<file path="src/rtl/fetch_unit_pkg.sv">
// ============================================================================
// Module      : fetch_unit_pkg
// Description : Shared fetch-stage constants and their define defaults.
//               The defines are ROM_ADDRESS_BITWIDTH, FETCH_RESET_PC,
//               INST_WIDTH and FETCH_FIFO_DEPTH.
// Revision    : 1.0 - initial release
// ============================================================================
`default_nettype none

`ifndef ROM_ADDRESS_BITWIDTH
`define ROM_ADDRESS_BITWIDTH 12
`endif
`ifndef FETCH_RESET_PC
`define FETCH_RESET_PC 0
`endif
`ifndef INST_WIDTH
`define INST_WIDTH 32
`endif
`ifndef FETCH_FIFO_DEPTH
`define FETCH_FIFO_DEPTH 2
`endif

package fetch_unit_pkg;

    localparam int ROM_AW_DEFAULT   = `ROM_ADDRESS_BITWIDTH;
    localparam int RESET_PC_DEFAULT = `FETCH_RESET_PC;
    localparam int INST_WIDTH       = `INST_WIDTH;
    localparam int FETCH_FIFO_DEPTH = `FETCH_FIFO_DEPTH;
    localparam int CNT_W            = $clog2(FETCH_FIFO_DEPTH + 1);
    localparam int PTR_W            = $clog2(FETCH_FIFO_DEPTH);
    localparam int PC_STEP          = INST_WIDTH / 8;

    function automatic logic is_misaligned(input logic [1:0] i_low_bits);
        return i_low_bits != 2'b00;
    endfunction

endpackage

`default_nettype wire

</file>
<file path="src/rtl/fetch_skid_fifo.sv">
// ============================================================================
// Module      : fetch_skid_fifo
// Description : Small {pc, inst} FIFO absorbing decode back-pressure.
// Revision    : 1.0 - initial release
// ============================================================================
`default_nettype none

module fetch_skid_fifo
    import fetch_unit_pkg::*;
#(
    parameter int AW = ROM_AW_DEFAULT
) (
    input  logic                  clk,
    input  logic                  reset_n,
    input  logic                  i_push,
    input  logic                  i_pop,
    input  logic                  i_flush,
    input  logic [AW-1:0]         i_push_pc,
    input  logic [INST_WIDTH-1:0] i_push_inst,
    output logic                  o_full,
    output logic                  o_empty,
    output logic [CNT_W-1:0]      o_count,
    output logic [AW-1:0]         o_head_pc,
    output logic [INST_WIDTH-1:0] o_head_inst
);

    logic [AW-1:0]         r_pc   [FETCH_FIFO_DEPTH];
    logic [INST_WIDTH-1:0] r_inst [FETCH_FIFO_DEPTH];
    logic [PTR_W-1:0]      r_rd_ptr;
    logic [PTR_W-1:0]      r_wr_ptr;
    logic [CNT_W-1:0]      r_count;
    logic                  w_do_push;
    logic                  w_do_pop;

    assign w_do_push = i_push & ~o_full;
    assign w_do_pop  = i_pop & ~o_empty;

    // Flush has priority so a push in the same cycle is discarded.
    always_ff @(posedge clk) begin
        if (!reset_n || i_flush) begin
            r_rd_ptr <= '0;
            r_wr_ptr <= '0;
            r_count  <= '0;
        end else begin
            if (w_do_push) begin
                r_wr_ptr <= r_wr_ptr + PTR_W'(1);
            end
            if (w_do_pop) begin
                r_rd_ptr <= r_rd_ptr + PTR_W'(1);
            end
            r_count <= r_count + CNT_W'(w_do_push) - CNT_W'(w_do_pop);
        end
    end

    always_ff @(posedge clk) begin
        if (w_do_push) begin
            r_pc[r_wr_ptr]   <= i_push_pc;
            r_inst[r_wr_ptr] <= i_push_inst;
        end
    end

    assign o_full      = (r_count == CNT_W'(FETCH_FIFO_DEPTH));
    assign o_empty     = (r_count == '0);
    assign o_count     = r_count;
    assign o_head_pc   = r_pc[r_rd_ptr];
    assign o_head_inst = r_inst[r_rd_ptr];

endmodule

`default_nettype wire

</file>
<file path="src/rtl/fetch_unit.sv">
// ============================================================================
// Module      : fetch_unit
// Description : Instruction fetch stage in front of a 1-cycle-latency ROM.
//               Optional define FETCH_ALIGN_CHECK_EN adds out_fault.
// Revision    : 1.0 - initial release
// ============================================================================
`default_nettype none

module fetch_unit
    import fetch_unit_pkg::*;
#(
    parameter int            AW       = ROM_AW_DEFAULT,
    parameter logic [AW-1:0] RESET_PC = AW'(RESET_PC_DEFAULT)
) (
    input  logic                  clk,
    input  logic                  reset_n,
    output logic [AW-1:0]         rom_addr,
    input  logic [INST_WIDTH-1:0] rom_data,
    input  logic                  redirect_valid,
    input  logic [AW-1:0]         redirect_pc,
    output logic                  out_valid,
    input  logic                  out_ready,
    output logic [AW-1:0]         out_pc,
    output logic [INST_WIDTH-1:0] out_inst
`ifdef FETCH_ALIGN_CHECK_EN
    ,
    output logic                  out_fault
`endif
);

    logic [AW-1:0]         r_fetch_pc;
    logic [AW-1:0]         r_inflight_pc;
    logic                  r_inflight_valid;

    logic                  w_fifo_full;
    logic                  w_fifo_empty;
    logic [CNT_W-1:0]      w_fifo_count;
    logic [AW-1:0]         w_head_pc;
    logic [INST_WIDTH-1:0] w_head_inst;

    logic                  w_fault;
    logic                  w_pop;
    logic                  w_bypass;
    logic                  w_push;
    logic [CNT_W-1:0]      w_count_next;
    logic                  w_issue;
    logic [AW-1:0]         w_redirect_target;

`ifdef FETCH_ALIGN_CHECK_EN
    logic                  r_fault;
    logic [AW-1:0]         r_fault_pc;

    // A fault persists until the next redirect; decode pops do not clear it.
    always_ff @(posedge clk) begin
        if (!reset_n) begin
            r_fault    <= 1'b0;
            r_fault_pc <= '0;
        end else if (redirect_valid) begin
            r_fault    <= is_misaligned(redirect_pc[1:0]);
            r_fault_pc <= redirect_pc;
        end
    end

    assign w_fault = r_fault;
`else
    assign w_fault = 1'b0;
`endif

    assign w_redirect_target = redirect_pc & ~AW'(3);
    assign rom_addr          = r_fetch_pc;

    always_comb begin
        out_valid = r_inflight_valid;
        out_pc    = r_inflight_pc;
        out_inst  = rom_data;
        if (!w_fifo_empty) begin
            out_valid = 1'b1;
            out_pc    = w_head_pc;
            out_inst  = w_head_inst;
        end
`ifdef FETCH_ALIGN_CHECK_EN
        out_fault = r_fault;
        if (r_fault) begin
            out_valid = 1'b1;
            out_pc    = r_fault_pc;
            out_inst  = '0;
        end
`endif
    end

    // The fault word is not a real instruction, so accepting it moves no data.
    assign w_pop    = out_valid & out_ready & ~w_fault;
    assign w_bypass = w_fifo_empty & w_pop & r_inflight_valid;
    assign w_push   = r_inflight_valid & ~w_bypass & ~w_fifo_full;

    assign w_count_next = w_fifo_count + CNT_W'(r_inflight_valid) - CNT_W'(w_pop);
    assign w_issue      = (w_count_next <= CNT_W'(1)) & ~w_fault;

    always_ff @(posedge clk) begin
        if (!reset_n) begin
            r_fetch_pc       <= RESET_PC;
            r_inflight_valid <= 1'b0;
            r_inflight_pc    <= '0;
        end else if (redirect_valid) begin
            r_fetch_pc       <= w_redirect_target;
            r_inflight_valid <= 1'b0;
        end else if (w_issue) begin
            r_inflight_valid <= 1'b1;
            r_inflight_pc    <= r_fetch_pc;
            r_fetch_pc       <= r_fetch_pc + AW'(PC_STEP);
        end else begin
            r_inflight_valid <= 1'b0;
        end
    end

    fetch_skid_fifo #(
        .AW (AW)
    ) u_fifo (
        .clk         (clk),
        .reset_n     (reset_n),
        .i_push      (w_push),
        .i_pop       (w_pop & ~w_fifo_empty),
        .i_flush     (redirect_valid),
        .i_push_pc   (r_inflight_pc),
        .i_push_inst (rom_data),
        .o_full      (w_fifo_full),
        .o_empty     (w_fifo_empty),
        .o_count     (w_fifo_count),
        .o_head_pc   (w_head_pc),
        .o_head_inst (w_head_inst)
    );

endmodule

`default_nettype wire

</file>
<file path="config.mk">
export PLATFORM = sky130hd
export DESIGN_NAME = fetch_unit
export DESIGN_NICKNAME = d
export VERILOG_FILES = /design/src/rtl/fetch_unit_pkg.sv /design/src/rtl/fetch_skid_fifo.sv /design/src/rtl/fetch_unit.sv
export SDC_FILE = /design/constraint.sdc
export NUM_CORES = 1
export LEC_CHECK = 0
export ABC_AREA = 1
export CORE_AREA = 2 2 114 116
export DETAILED_ROUTE_END_ITERATION = 10
export DIE_AREA = 0 0 116 118
export GPL_ROUTABILITY_DRIVEN = 0
export PLACE_DENSITY_LB_ADDON = 0.25
export SETUP_SLACK_MARGIN = 0.02
export SLEW_MARGIN = 20
export SYNTH_ARGS = -nofsm -noshare
export SYNTH_HDL_FRONTEND = slang
export SYNTH_SLANG_ARGS = --single-unit
</file>
<file path="constraint.sdc">
create_clock -name clk -period 3.92 [get_ports clk]
set_clock_uncertainty 0.15 [all_clocks]
set_input_delay 0.784 -clock clk [delete_from_list [all_inputs] [get_ports clk]]
set_output_delay 0.784 -clock clk [all_outputs]
set_load 0.05 [all_outputs]
</file>
==> Word level (Yosys, flattened, before mapping) <==
Memories as Yosys holds them, arrays and structs flattened. A register that Yosys moved wholly into a read port is not among the register bits.
Index checks and enable logic that the tools add are counted.
{ "word_totals": {"ff_bits": 29, "ram_bits": 88, "word_cells": 49, "mem_count": 2, "output_inout_bits": 57, "input_bits": 48} }
{ "classes": {"n_eq_ne": 1, "magnitude_cmp": 1, "n_bitwise": 13, "reduce_logical": 6, "mux": 12, "addsub": 7} }
{ "mem_list": {"columns": ["memory", "depth", "width", "read_ports", "rd_ports_with_merged_regs", "wr", "line", "text"], "rows": [
  ["u_fifo.r_inst", 2, 32, 1, 1, 1, "fetch_skid_fifo.sv:28", "logic [INST_WIDTH-1:0] r_inst [FETCH_FIFO_DEPTH];"],
  ["u_fifo.r_pc", 2, 12, 1, 1, 1, "fetch_skid_fifo.sv:27", "logic [AW-1:0] r_pc [FETCH_FIFO_DEPTH];"]
]} }
{ "ops": {"columns": ["cell", "count"], "rows": [
  ["2-to-1 mux 12 bit", 3],
  ["2-to-1 mux 32 bit", 1],
  ["adder 12 x 3 -> 12 bit (second input constant)", 1],
  ["bitwise AND 1 bit", 8],
  ["2-to-1 mux 1 bit", 8],
  ["inverter 1 bit", 5],
  ["adder 2 x 1 -> 2 bit", 2],
  ["subtractor 2 x 1 -> 2 bit", 2],
  ["adder 1 bit (second input constant)", 2],
  ["== test 2 bit (second input constant)", 1],
  ["<= comparator 2 x 1 -> 1 bit (second input constant)", 1],
  ["zero test 2 bit", 1],
  ["AND reduction 2 bit", 1],
  ["nonzero test 2 bit", 1],
  ["OR reduction 2 bit", 1],
  ["zero test 1 bit", 1],
  ["logical OR 1 bit", 1]
]} }

==> Longest topological paths before layout <==
Gate-level depths: netlist (run 1).
{ "logic_depth": {"ltp_word": 11, "ltp_mapped": 14} }

==> Hierarchy <==
A second synthesis (run 1) with hierarchy kept.
{ "unflattened": {"cells_unflattened": 434, "hier_area_um2": 5519.0} }
{ "modules_own_cells": {"columns": ["mod", "instances", "seq_area_each_um2", "cells_each", "area_per_inst_um2"], "rows": [
  ["fetch_skid_fifo", 1, 2742.6, 176, 3634.7],
  ["fetch_unit", 1, 420.4, 258, 1884.3]
]} }

==> Least setup slack after synthesis (run 1) <==
No wires, ideal clock.
{ "synth_timing": {"path_kind": "input -> register", "startpoint": "in out_ready", "endpoint": "mem u_fifo.r_inst[1][0] (netlist name), enable pin", "setup_time_ps": 443, "n_path_buf": 0, "arrival_time_ps": 2927, "path_slack_ps": 400, "stages": 3, "cell_sequence": "o21ai_0 -> nand2_1 -> nor2_1"} }
{ "synth_between": {"elab_chain_cells": 9} }
{ "synth_lines": {"columns": ["element", "line", "text"], "rows": [
  ["from (decl)", "fetch_unit.sv:22", "input logic out_ready,"],
  ["bitwise AND 1 bit", "fetch_unit.sv:92", "assign w_pop = out_valid & out_ready & ~w_fault;"],
  ["bitwise AND 1 bit (2 in a row)", "fetch_unit.sv:93", "assign w_bypass = w_fifo_empty & w_pop & r_inflight_valid;"],
  ["inverter 1 bit", "fetch_unit.sv:94", "assign w_push = r_inflight_valid & ~w_bypass & ~w_fifo_full;"],
  ["bitwise AND 1 bit (2 in a row)", "fetch_unit.sv:94", null],
  ["bitwise AND 1 bit", "fetch_skid_fifo.sv:35", "assign w_do_push = i_push & ~o_full;"],
  ["2-to-1 mux 1 bit", "fetch_skid_fifo.sv:56", "if (w_do_push) begin"],
  ["2-to-1 mux 1 bit (not written as such)", "fetch_skid_fifo.sv:58", "r_inst[r_wr_ptr] <= i_push_inst;"],
  ["to (decl)", "fetch_skid_fifo.sv:28", null]
]} }
Every way passes these cells.

==> metrics.log, run 1 <==
[metrics] sequential cell area: 0.003044 sq mm
[metrics] placed cell area: 0.006001 sq mm
[metrics] count of H-tree levels built during CTS: 3
[metrics] first-pass GRT wire length: 15.79 mm
[metrics] highest achievable clock rate: 275.4 MHz
[metrics] HPWL Detailed: 6.468 mm
[metrics] worst-margin pin slew: 0.7531 ns
[metrics] Hold Crit Start: u_fifo.r_rd_ptr
[metrics] Leak: 2.409 nW
[metrics] Site Rows: 41
[metrics] count of max-cap constraint violations: 0
[metrics] maximum fanout along the worst path: 48
[metrics] type of origin of the critical path: flop
[metrics] I/O pin total: 105
[metrics] total length of routed wires: 9.695 mm
[metrics] count of final hold-check violations: 0
[metrics] setup repair after global routing missed its margin: no
[metrics] Via-to-Cell Ratio: 4.570
[metrics] worst hold path depth: 1
[metrics] number of nets at the end of the flow: 665
[metrics] share of cells above drive strength 1: 4.685%
[metrics] worst vdd ir: 0.1970 mV
[metrics] most frequent cells in the layout: sky130_fd_sc_hd__nand2_1, sky130_fd_sc_hd__clkdlybuf4s50_1, sky130_fd_sc_hd__o21ai_0
[metrics] Warnings, synthesis: 0
[metrics] max-slew violation count: 0
[metrics] total inserted antenna cells: 0
[metrics] starting density of the core: 39.25%
[metrics] full die area: 0.01369 sq mm
[metrics] crit-path cells: buf_4 > o21ai_0 > o21ai_0 > clkdlybuf4s50_1
[metrics] number of antenna violations at the first check in global routing: 0
[metrics] height of the die: 118 um
[metrics] CP max stage cell: sky130_fd_sc_hd__clkdlybuf4s50_1
[metrics] # hold bufs at CTS: 0
[metrics] horizontal extent of the die: 116 um
[metrics] clock tree from TritonCTS: done
[metrics] start-to-end type of the worst setup path: flop to output port
[metrics] R2R cell count: 10
[metrics] Mapped Cells: 523
[metrics] area taken by multi-input logic gates: 0.001479 sq mm
[metrics] status: completed
[metrics] leftover overflow at the end of global routing: 0
[metrics] WP data required: 2.99 ns
[metrics] Final Cell Area: 0.006297 sq mm
[metrics] port buffer count: 98
[metrics] Crit path buffers/inverters: 2
[metrics] syn_area_per_cell: 9.316 sq um
[metrics] Post-route DRC: 0
[metrics] most common cell after layout, fill and taps aside: sky130_fd_sc_hd__nand2_1
[metrics] Netlist Area Pre-Place: 0.004872 sq mm
[metrics] total track usage: 14.51%
[metrics] DRT Pass-1 Iters: 4
[metrics] area added between synthesis and finish: 29.25%
[metrics] dominant cell type by count on the critical path: sky130_fd_sc_hd__o21ai_0
[metrics] total number of vias: 3615
[metrics] Final setup viols: 0
[metrics] P per Cell Area: 416.5 mW/mm^2
[metrics] cell family contributing the most delay on the critical path: buffers and inverters
[metrics] largest net degree at the start of global routing: 49
[metrics] routed len/inst: 12.26 um
[metrics] CTS buffer count: 9
[metrics] area of the core: 0.01241 sq mm
[metrics] fill cell instance count of the final layout: 1209
[metrics] number of clock sinks seen by CTS: 110
[metrics] count of unique library cells instantiated by Yosys: 23
[metrics] final setup TNS: 0 ns
[metrics] clock transition at the registers of the reported paths: 0.07 ns
[metrics] via count of the first global-routing pass: 3382
[metrics] RR Endpoint: r_inflight_pc[10]
[metrics] worst min-delay path category: flop to flop
[metrics] CTS root buf: sky130_fd_sc_hd__clkbuf_16
[metrics] arrival time of the worst setup path: 2.70 ns
[metrics] ANT nets after route: 0
[metrics] portion of synthesized cell area occupied by the leading cell type: 51.77%
[metrics] insertion delay of the later-clocked pin in the worst-skew pair: 0.34 ns
[metrics] time the worst path needs with I/O delays and setup: 3.631 ns
[metrics] area leader, netlist: sky130_fd_sc_hd__edfxtp_1
[metrics] Critical Path Sink Type: output port
[metrics] post-CTS setup-driven buffer insertion count: 0
[metrics] sequential cell area fraction in the yosys report: 62.46%
[metrics] #FFs+latches synth: 110
[metrics] startpoint of the most critical register-to-register path: u_fifo.o_count[1]
[metrics] leading cell types by total area after synthesis: sky130_fd_sc_hd__edfxtp_1, sky130_fd_sc_hd__nand2_1, sky130_fd_sc_hd__dfxtp_1
[metrics] initial drt markers: 208
[metrics] Worst R2R Setup Slack: 1.07 ns
[metrics] headroom to the max-slew limit: 49.79%
[metrics] # resized after CTS: 0
[metrics] CTS Buffer Depth: 2
[metrics] post-route clock period utilization: 92.62%
[metrics] Worst path max stage delay: 0.84 ns
==> worst register-to-register path, cell delays in order, from the launching register on <==
cell and delay, ns:
sky130_fd_sc_hd__dfxtp_1 0.38, sky130_fd_sc_hd__nor2_4 0.46, sky130_fd_sc_hd__buf_4 0.37, sky130_fd_sc_hd__a21oi_1 0.11, sky130_fd_sc_hd__ha_1 0.30, sky130_fd_sc_hd__nor2_1 0.12, sky130_fd_sc_hd__nand3_1 0.11, sky130_fd_sc_hd__nand2_2 0.22
sky130_fd_sc_hd__clkinv_1 0.28, sky130_fd_sc_hd__nand3_1 0.15, sky130_fd_sc_hd__a21oi_1 0.07
==> state kept, by name, summed over array words and instances, names as in the netlist, named ones only <==
signal,cells
u_fifo.o_count,2
u_fifo.r_pc,20
r_inflight_pc,10
rom_addr,10
r_inflight_valid,1
u_fifo.r_inst,64
u_fifo.r_wr_ptr,1
u_fifo.r_rd_ptr,1
==> kinds of logic (layout without fill, tap and decap cells) <==
family | count (synthesis) | count (layout) | synth area share, %
other | 1 | 4 | 0.07697
flip-flops | 110 | 110 | 62.46
XOR/XNOR | 4 | 4 | 0.7192
adder cells (fa/ha/maj) | 3 | 3 | 0.7705
AO/OA/AOI/OAI | 109 | 109 | 11.20
AND/OR/NAND/NOR | 207 | 207 | 16.90
buffers and inverters | 89 | 182 | 7.884
==> layout make-up <==
cell class              count  area share [%]
clock inverters             2          0.1788
flip-flops and latches    110           48.34
repair buffers            105           16.41
clock buffers              14           4.530
well taps                 172           3.417
inverters                  61           3.636
multi-input cells         327           23.49
==> through the flow <==
stage | util [%] | worst slack, ns | power (mW) | hold WS, ns | std cells
CTS | 50.73 | 0.2307 | 2.650 | 0.3146 | 791
floorplan | - | 0.4004 | 1.603 | 0.2755 | 526
finish | 50.73 | 0.2893 | 2.623 | 0.3262 | 791
detailed placement | 48.34 | 0.5971 | 1.765 | 0.2909 | 775
global route | 50.73 | 0.05996 | 2.722 | 0.3535 | 791
global placement | 48.34 | 0.5941 | 1.758 | 0.2822 | 775
==> synth_stat cells <==
cell and count:
sky130_fd_sc_hd__inv_1 59, sky130_fd_sc_hd__o21ai_1 3, sky130_fd_sc_hd__nand3_1 30, sky130_fd_sc_hd__buf_2 4, sky130_fd_sc_hd__edfxtp_1 84, sky130_fd_sc_hd__conb_1 1, sky130_fd_sc_hd__buf_4 10, sky130_fd_sc_hd__nand2_1 151
sky130_fd_sc_hd__dfxtp_1 26, sky130_fd_sc_hd__nor2_1 22, sky130_fd_sc_hd__nand2_2 2, sky130_fd_sc_hd__clkbuf_1 12, sky130_fd_sc_hd__a21oi_1 20, sky130_fd_sc_hd__inv_2 1, sky130_fd_sc_hd__o21ai_0 86, sky130_fd_sc_hd__nor3_1 1
sky130_fd_sc_hd__clkinv_1 1, sky130_fd_sc_hd__xnor2_1 2, sky130_fd_sc_hd__xor2_1 2, sky130_fd_sc_hd__buf_6 1, sky130_fd_sc_hd__buf_1 1, sky130_fd_sc_hd__nor2_2 1, sky130_fd_sc_hd__ha_1 3
==> report_power, final <==
group          switching [mW]  internal [mW]  leakage [nW]  total (mW)
clock network           0.381          0.504         0.148       0.886
logic                   0.279          0.149          1.29       0.428
registers              0.0240           1.29         0.975        1.31
total                   0.684           1.94          2.41        2.62
==> how the worst max path moves through the flow <==
stage	from	end	slack [ns]	cells after the start
after global placement	flop	out_inst[23]	0.59	4
after floorplan	out_ready	u_fifo.r_inst[1][0]	0.40	3
after global routing	flop	out_inst[22]	0.06	4
final	flop	out_inst[22]	0.29	4
after CTS	flop	out_inst[23]	0.23	4
after detailed placement	flop	out_inst[23]	0.60	4
==> metal layers <==
metal,routed length (um),global-route usage [%],up-vias
met4,139,4.167,0
met3,499,3.965,11
li1,-,-,1901
met1,4580,18.87,1620
met2,4476,23.68,83
met5,0,0,-
Note: power is estimated with default switching activity, not from simulation.
==> run 2: changes to the inputs <==
Settings changed: REMOVE_ABC_BUFFERS set to 1.
Clock period 3.92 ns to 3.15 ns, I/O delays scaled along.
==> run 2 against run 1 <==
  * Final cell count is 0.38% higher
  * Flip-flop and latch count stayed put
  * Sequential share of layout area is 0.22 points higher
  * Worst setup slack worse by 0.13 ns
  * Combinational power is 23% higher
  * Critical path depth stayed put
  * Via count is 0.19% lower
  * Largest power group unchanged
  * Highest routed layer unchanged
==> metrics.log, run 2 (synthesized netlist as in run 1, its figures left out) <==
[metrics] Reg with most FFs: u_fifo.r_inst
[metrics] switching component of the power: 0.8648 mW
[metrics] max-slew violation count: 0
[metrics] startpoint of the most critical register-to-register path: u_fifo.o_count[1]
[metrics] Worst path max stage delay: 0.84 ns
[metrics] time the worst path needs with I/O delays and setup: 2.987 ns
[metrics] cell-internal power: 2.431 mW
[metrics] port buffer count: 98
[metrics] horizontal extent of the die: 116 um
[metrics] Critical Path Sink Type: output port
[metrics] CP max stage cell: sky130_fd_sc_hd__clkdlybuf4s50_1
[metrics] CTS Buffer Depth: 2
[metrics] setup repair after global routing missed its margin: no
[metrics] total inserted antenna cells: 0
[metrics] Final Cell Area: 0.006269 sq mm
[metrics] status: completed
[metrics] type of origin of the critical path: flop
[metrics] clock network fraction of total power: 34.6%
[metrics] post-route clock period utilization: 94.84%
[metrics] area of the core: 0.01241 sq mm
[metrics] total number of vias: 3608
[metrics] count of final hold-check violations: 0
[metrics] CTS root buf: sky130_fd_sc_hd__clkbuf_16
[metrics] clock tree from TritonCTS: done
[metrics] top flop regs: u_fifo.r_inst (64), u_fifo.r_pc (20)
[metrics] starting density of the core: 39.25%
[metrics] P per Cell Area: 525.7 mW/mm^2
[metrics] part of the total power dissipated in combinational logic: 16.0%
[metrics] fill cell instance count of the final layout: 1176
[metrics] switching part of the total: 26.24%
[metrics] I/O pin total: 105
[metrics] Via-to-Cell Ratio: 4.544
[metrics] largest net degree at the start of global routing: 45
[metrics] most utilized layer in the global route result: met2
[metrics] arrival time of the worst setup path: 2.21 ns
[metrics] instance count after placement with tap cells included: 778
[metrics] insertion delay of the later-clocked pin in the worst-skew pair: 0.34 ns
[metrics] ANT nets after route: 0
[metrics] CTS buffer count: 9
[metrics] met3 global-route usage: 2.523%
[metrics] routed len/inst: 12.45 um
[metrics] post-CTS setup-driven buffer insertion count: 0
[metrics] share of cells above drive strength 1: 11.58%
[metrics] Final setup viols: 0
[metrics] sequential fraction of design power: 49.4%
[metrics] met1 routing resource usage after global routing: 19.92%
[metrics] number of antenna violations at the first check in global routing: 0
[metrics] launch point of the critical path: u_fifo.o_count[1]
[metrics] leftover overflow at the end of global routing: 0
[metrics] Post-route DRC: 0
[metrics] count of H-tree levels built during CTS: 3
[metrics] initial drt markers: 192
[metrics] cell family contributing the most delay on the critical path: buffers and inverters
[metrics] placed cell area: 0.005951 sq mm
[metrics] number of clock sinks seen by CTS: 110
[metrics] headroom to the max-slew limit: 65.84%
[metrics] highest achievable clock rate: 334.7 MHz
[metrics] DRT Pass-1 Iters: 4
[metrics] WP data required: 2.37 ns
[metrics] total length of routed wires: 9.887 mm
[metrics] first-pass GRT wire length: 15.97 mm
[metrics] maximum fanout along the worst path: 15
[metrics] via count of the first global-routing pass: 3340
[metrics] most common cell after layout, fill and taps aside: sky130_fd_sc_hd__nand2_1
[metrics] height of the die: 118 um
[metrics] start-to-end type of the worst setup path: flop to output port
[metrics] most frequent cells in the layout: sky130_fd_sc_hd__nand2_1, sky130_fd_sc_hd__o21ai_0, sky130_fd_sc_hd__edfxtp_1
[metrics] flip-flop count of the largest register after layout: 64
[metrics] met2 usage: 23.65%
[metrics] Hold Crit Start: u_fifo.r_rd_ptr
[metrics] worst min-delay path category: flop to flop
[metrics] Crit path buffers/inverters: 2
[metrics] number of nets at the end of the flow: 668
[metrics] area added between synthesis and finish: 28.66%
[metrics] full die area: 0.01369 sq mm
[metrics] fin cells: 794
[metrics] Leak: 2.497 nW
[metrics] clock transition at the registers of the reported paths: 0.07 ns
[metrics] HPWL Detailed: 6.632 mm
[metrics] crit-path cells: nor2_4 > buf_4 > o21ai_1 > clkdlybuf4s50_1
[metrics] count of max-cap constraint violations: 0
[metrics] worst vdd ir: 0.2758 mV
[metrics] total track usage: 14.65%
[metrics] total power: 3.296 mW
[metrics] Site Rows: 41
[metrics] worst-margin pin slew: 0.5108 ns
==> run 2: routing by layer <==
metal	routed length, um	vias up	part of all wire (%)
li1	-	1908	-
met1	4792	1602	48
met2	4503	85	46
met3	436	13	4.4
met4	155	0	1.6
met5	0	-	0
==> run 2: power groups by stage <==
stage / Clock [mW] / Sequential (mW) / Combinational [mW]
after floorplan: 0 / 1.69 / 0.291
after CTS: 1.17 / 1.63 / 0.531
final: 1.14 / 1.63 / 0.526
after global placement: 0 / 1.66 / 0.524
after global routing: 1.22 / 1.63 / 0.565
after detailed placement: 0 / 1.66 / 0.529
==> run 2: path summary, 6_finish.rpt <==
path                      end  cells after the start  slack [ns]
min                      flop                      1        0.31
min reg2reg              flop                      1        0.31
max                 out_pc[5]                      4        0.16
max reg2reg  r_inflight_pc[4]                     10        0.62
==> run 2: worst register-to-register path, cell delays in order, from the launching register on <==
cell,delay (ns)
sky130_fd_sc_hd__dfxtp_1,0.39
sky130_fd_sc_hd__nor2_4,0.33
sky130_fd_sc_hd__buf_4,0.28
sky130_fd_sc_hd__a21oi_1,0.09
sky130_fd_sc_hd__ha_1,0.30
sky130_fd_sc_hd__nor2_1,0.11
sky130_fd_sc_hd__nand3_1,0.11
sky130_fd_sc_hd__nand2_2,0.16
sky130_fd_sc_hd__clkinv_1,0.27
sky130_fd_sc_hd__nand3_1,0.15
sky130_fd_sc_hd__a21oi_1,0.07
==> run 2: per-stage QoR <==
stage / setup WS, ns / setup TNS (ns) / hold slack, ns / utilization (%)
after detailed placement: 0.4350 / 0 / 0.2934 / 47.93
after CTS: 0.04927 / 0 / 0.3045 / 50.47
final: 0.1627 / 0 / 0.3050 / 50.49
after global placement: 0.4541 / 0 / 0.2859 / 47.93
after floorplan: -1.681 / -111.32 / 0.2755 / -
after global routing: 0.06760 / 0 / 0.3228 / 50.49
==> run 2: timing repair <==
action / CTS / global route
setup endpoints to repair: 0 / 1
gates resized for setup: 0 / 1
hold buffers: 0 / 0
==> run 2: layout make-up <==
| type | instances | area (sq um) | share of cell area, % |
|---|---|---|---|
| Sequential cell | 110 | 3044 | 48.56 |
| Timing Repair Buffer | 108 | 985.9 | 15.73 |
| Clock inverter | 3 | 22.52 | 0.3593 |
| Tap cell | 172 | 215.2 | 3.433 |
| Clock buffer | 13 | 292.8 | 4.671 |
| Multi-Input combinational cell | 327 | 1479 | 23.59 |
| Inverter | 61 | 229.0 | 3.653 |
==> run 3: changes to the inputs <==
Settings changed: ABC_CLOCK_PERIOD_IN_PS set to 3150.
==> results of run 3 <==
The final DEF is identical to that of run 2; final timing and power are the same.
==> edit 1, RTL diff (config.mk and constraints of run 3) <==
Change the macro `INST_WIDTH` from 32 to 16.
--- a/src/rtl/fetch_unit_pkg.sv
+++ b/src/rtl/fetch_unit_pkg.sv
@@ -16,3 +16,3 @@
 `ifndef INST_WIDTH
-`define INST_WIDTH 32
+`define INST_WIDTH 16
 `endif
Interface: changed (resized out_inst and rom_data); port bits go from 105 to 73. The function was not compared with the original's and may differ.
==> edit 1 against run 3 <==
- final area down 18%
- synthesized area down 25%
- critical path type unchanged
- non-clock buffer count shrank 34
- clock power decreased by 9.6%
- sequential cell count down 28
- worst setup slack gained 0.28 ns
- power shrank 16%
- highest routed layer unchanged
- die area did not move
- sequential power fell by 25%
- routed wire length fell by 21%
==> edit 1: results (changes against run 3) <==
[status]
outcome = completed

[power]
power_frac_seq_pct = 44.1  ; -5.3 points
p_switching_uw = 718  ; -17%

[synthesis]
synth_xor_area_share_pct = 1.43  ; +0.71 points
synth_edf_count = 54  ; -36%
synth_compound_gate_area_share_pct = 13.7  ; +2.5 points
synth.distinct_cells = 29  ; +26%
seq_area_frac_synth_pct = 59.5  ; -3.0 points
syn_area_per_cell_sq_um = 9.17  ; -1.6%
synthTopCellsByArea = edfxtp_1 (44%), dfxtp_1 (15%), nand2_1 (9.0%)

[critical_path]
critPathSlowestCell = dfxtp_1
crit_end = out_pc[4]
r2r_slack_ns = 0.95  ; +0.33 ns
r2r_cells = 11  ; +1
arrival_ns = 1.93  ; -0.28 ns

[routing]
viasPerCell = 4.28  ; -5.9%
drt-total-wl_microns = 7800  ; -21%

[sta]
timing.hold.ws_ns = 0.297  ; -0.00775 ns

[global_route]
grt_usage_pct = 12.0  ; -2.6 points
grt_max_degree = 34  ; -24%

[finish]
fill_cells = 1227  ; +4.3%
largest_registers = u_fifo.r_inst x32, u_fifo.r_pc x22

[placement]
post-place-ws_ns = 0.334  ; -0.101 ns
io_buffers = 68  ; -31%
dp_cells = 630  ; -19%
placed_area_sq_um = 4820  ; -19%
dp_hpwl_microns = 5330  ; -20%

-- edit 1: cell types whose count changed in the layout (fill, tap and decap cells not counted), moves of 5 or more --
cell,change
nor2_1,-10
clkdlybuf4s50_1,-18
buf_4,-41
inv_1,+8
o211ai_1,+11
a21oi_1,-5
edfxtp_1,-30
buf_12,+26
nand2_1,-63
nand3_1,-11
o21ai_0,-23
-- edit 1: cell type report --
class	instances	area share, %
tap	172	4.20
inverter	68	4.98
timing repair buffer	74	19.6
sequential	82	42.6
clock buffer	15	5.83
multi-input combinational	234	22.7
clock inverter	1	0.0977
-- edit 1: routing by layer --
layer	vias to the layer above	GRT usage [%]	wire length, microns
met5	-	0	0
met4	0	4.69	122
met3	10	2.52	425
met2	75	19.3	3640
met1	1224	15.8	3610
li1	1453	-	-
==> edit 2, RTL diff (flow settings as in run 3) <==
Made on the original files. Build with the macro `FETCH_ALIGN_CHECK_EN` defined.
--- a/src/rtl/fetch_unit.sv
+++ b/src/rtl/fetch_unit.sv
@@ -7,2 +7,4 @@
 `default_nettype none
+
+`define FETCH_ALIGN_CHECK_EN
 
Function (old outputs only; new: out_fault): changed (a bounded check fails within 4 cycles, from zero or initial values and one cycle with reset_n low).
==> edit 2 against run 3 <==
- routed wire length is 21% higher
- power is 35% higher
- sequential cell count is 13 higher
- synthesized area is 8.6% higher
- highest routed layer unchanged
- final area is 11% higher
- synthesized cell count is 1.3% higher
- sequential share of layout area is 1.2 points lower
- worst hold slack better by 0.013 ns
- worst setup slack better by 0.092 ns
==> edit 2: results (changes against run 3) <==
[status]
outcome = completed

[finish]
regArea_sq_um = 3300  ; +8.5%
largest_registers = u_fifo.r_inst x64, u_fifo.r_pc x20, r_fault_pc x12
buffers = 114  ; +5.6%
area_share_nonclk_buffers_pct = 14.8  ; -0.96 points
clkCellAreaFrac_pct = 8.26  ; +3.2 points
n_all_inverters = 40  ; -34%
drive_gt1_share_pct = 16.4  ; +4.8 points
num-nets-final = 684  ; +2.4%
nClkBuffers = 18  ; +5
fill_cells = 1113  ; -5.4%

[routing]
wire_per_inst_microns = 14.6  ; +17%
drt_iter0_markers = 257  ; +34%
viasPerCell = 4.97  ; +9.3%

[global_route]
grt_max_degree = 56  ; +24%
antenna_found_initial = 0  ; unchanged
grt_pass1_wl_microns = 19300  ; +21%
grt_pass1_vias = 3856  ; +15%
grt_usage_pct = 18.2  ; +3.6 points

[placement]
dp_hpwl_microns = 7950  ; +20%

[clock_tree]
h-tree-depth = 4  ; +1
worstSkewPairLatency_ns = 0.40  ; +0.06 ns
path_clk_slew_ns = 0.05  ; -0.02 ns

[critical_path]
r2r_end = r_inflight_pc[5]$_SDFFE_PN0P_
path_max_fanout = 42  ; +27
r2r_cells = 13  ; +3
slowest_delay_ns = 0.43  ; -0.41 ns
critPathSlowestCell = dfxtp_1
crit_end = out_inst[1]
r2r_slack_ns = 0.97  ; +0.35 ns

[synthesis]
seq_area_frac_synth_pct = 62.4  ; about the same
synthTopCellsByArea = edfxtp_1 (48%), dfxtp_1 (15%), nand2_1 (8.8%)
synth_edf_count = 84  ; unchanged
netlist_top_cells_count = nand2_1 (124), edfxtp_1 (84), o21ai_0 (49), dfxtp_1 (39), inv_1 (35)

[power]
p_leak_nw = 2.67  ; +7.1%
p_clk_share_pct = 41.5  ; +6.9 points
internal_power_mw = 3.20  ; +32%
sequentialPower_mw = 1.84  ; +13%

[sta]
timing.hold.ws_ns = 0.318  ; +0.0131 ns
tightestPinTransition_ns = 0.577  ; +0.0667 ns

[hold_path]
whs_path_depth = 2  ; +1
holdCritStartpoint = r_fault_pc[2]$_SDFFE_PN0P_

## edit 2: logic make-up after synthesis
logic type | Yosys count | share of synthesized area [%]
buffers and inverters | 71 | 5.89
other | 1 | 0.0709
and+or+nand+nor | 206 | 17.0
AOI/OAI and AO/OA | 121 | 13.1
xor gates and xnor gates | 5 | 0.827
DFF | 123 | 62.4
adders and majority gates | 3 | 0.709
## edit 2: per-layer routing
| layer | track usage, % | vias to the layer above | wire (microns) |
|---|---|---|---|
| li1 | - | 2053 | - |
| met1 | 24.7 | 1863 | 5460 |
| met2 | 28.4 | 132 | 5580 |
| met3 | 4.17 | 15 | 677 |
| met4 | 6.99 | 0 | 202 |
| met5 | 0 | - | 0 |
## edit 2: metrics by stage
step                power (mW)  setup slack [ns]  area, sq um  cells  util [%]
floorplan                 2.35            -0.451         5140    500         -
global placement          2.62             0.596         6400    786      51.6
detailed placement        2.63             0.528         6400    786      51.6
CTS                       4.48             0.232         6980    818      56.2
global route              4.61            0.0548         6980    818      56.2
finish                    4.44             0.254         6980    818      56.2
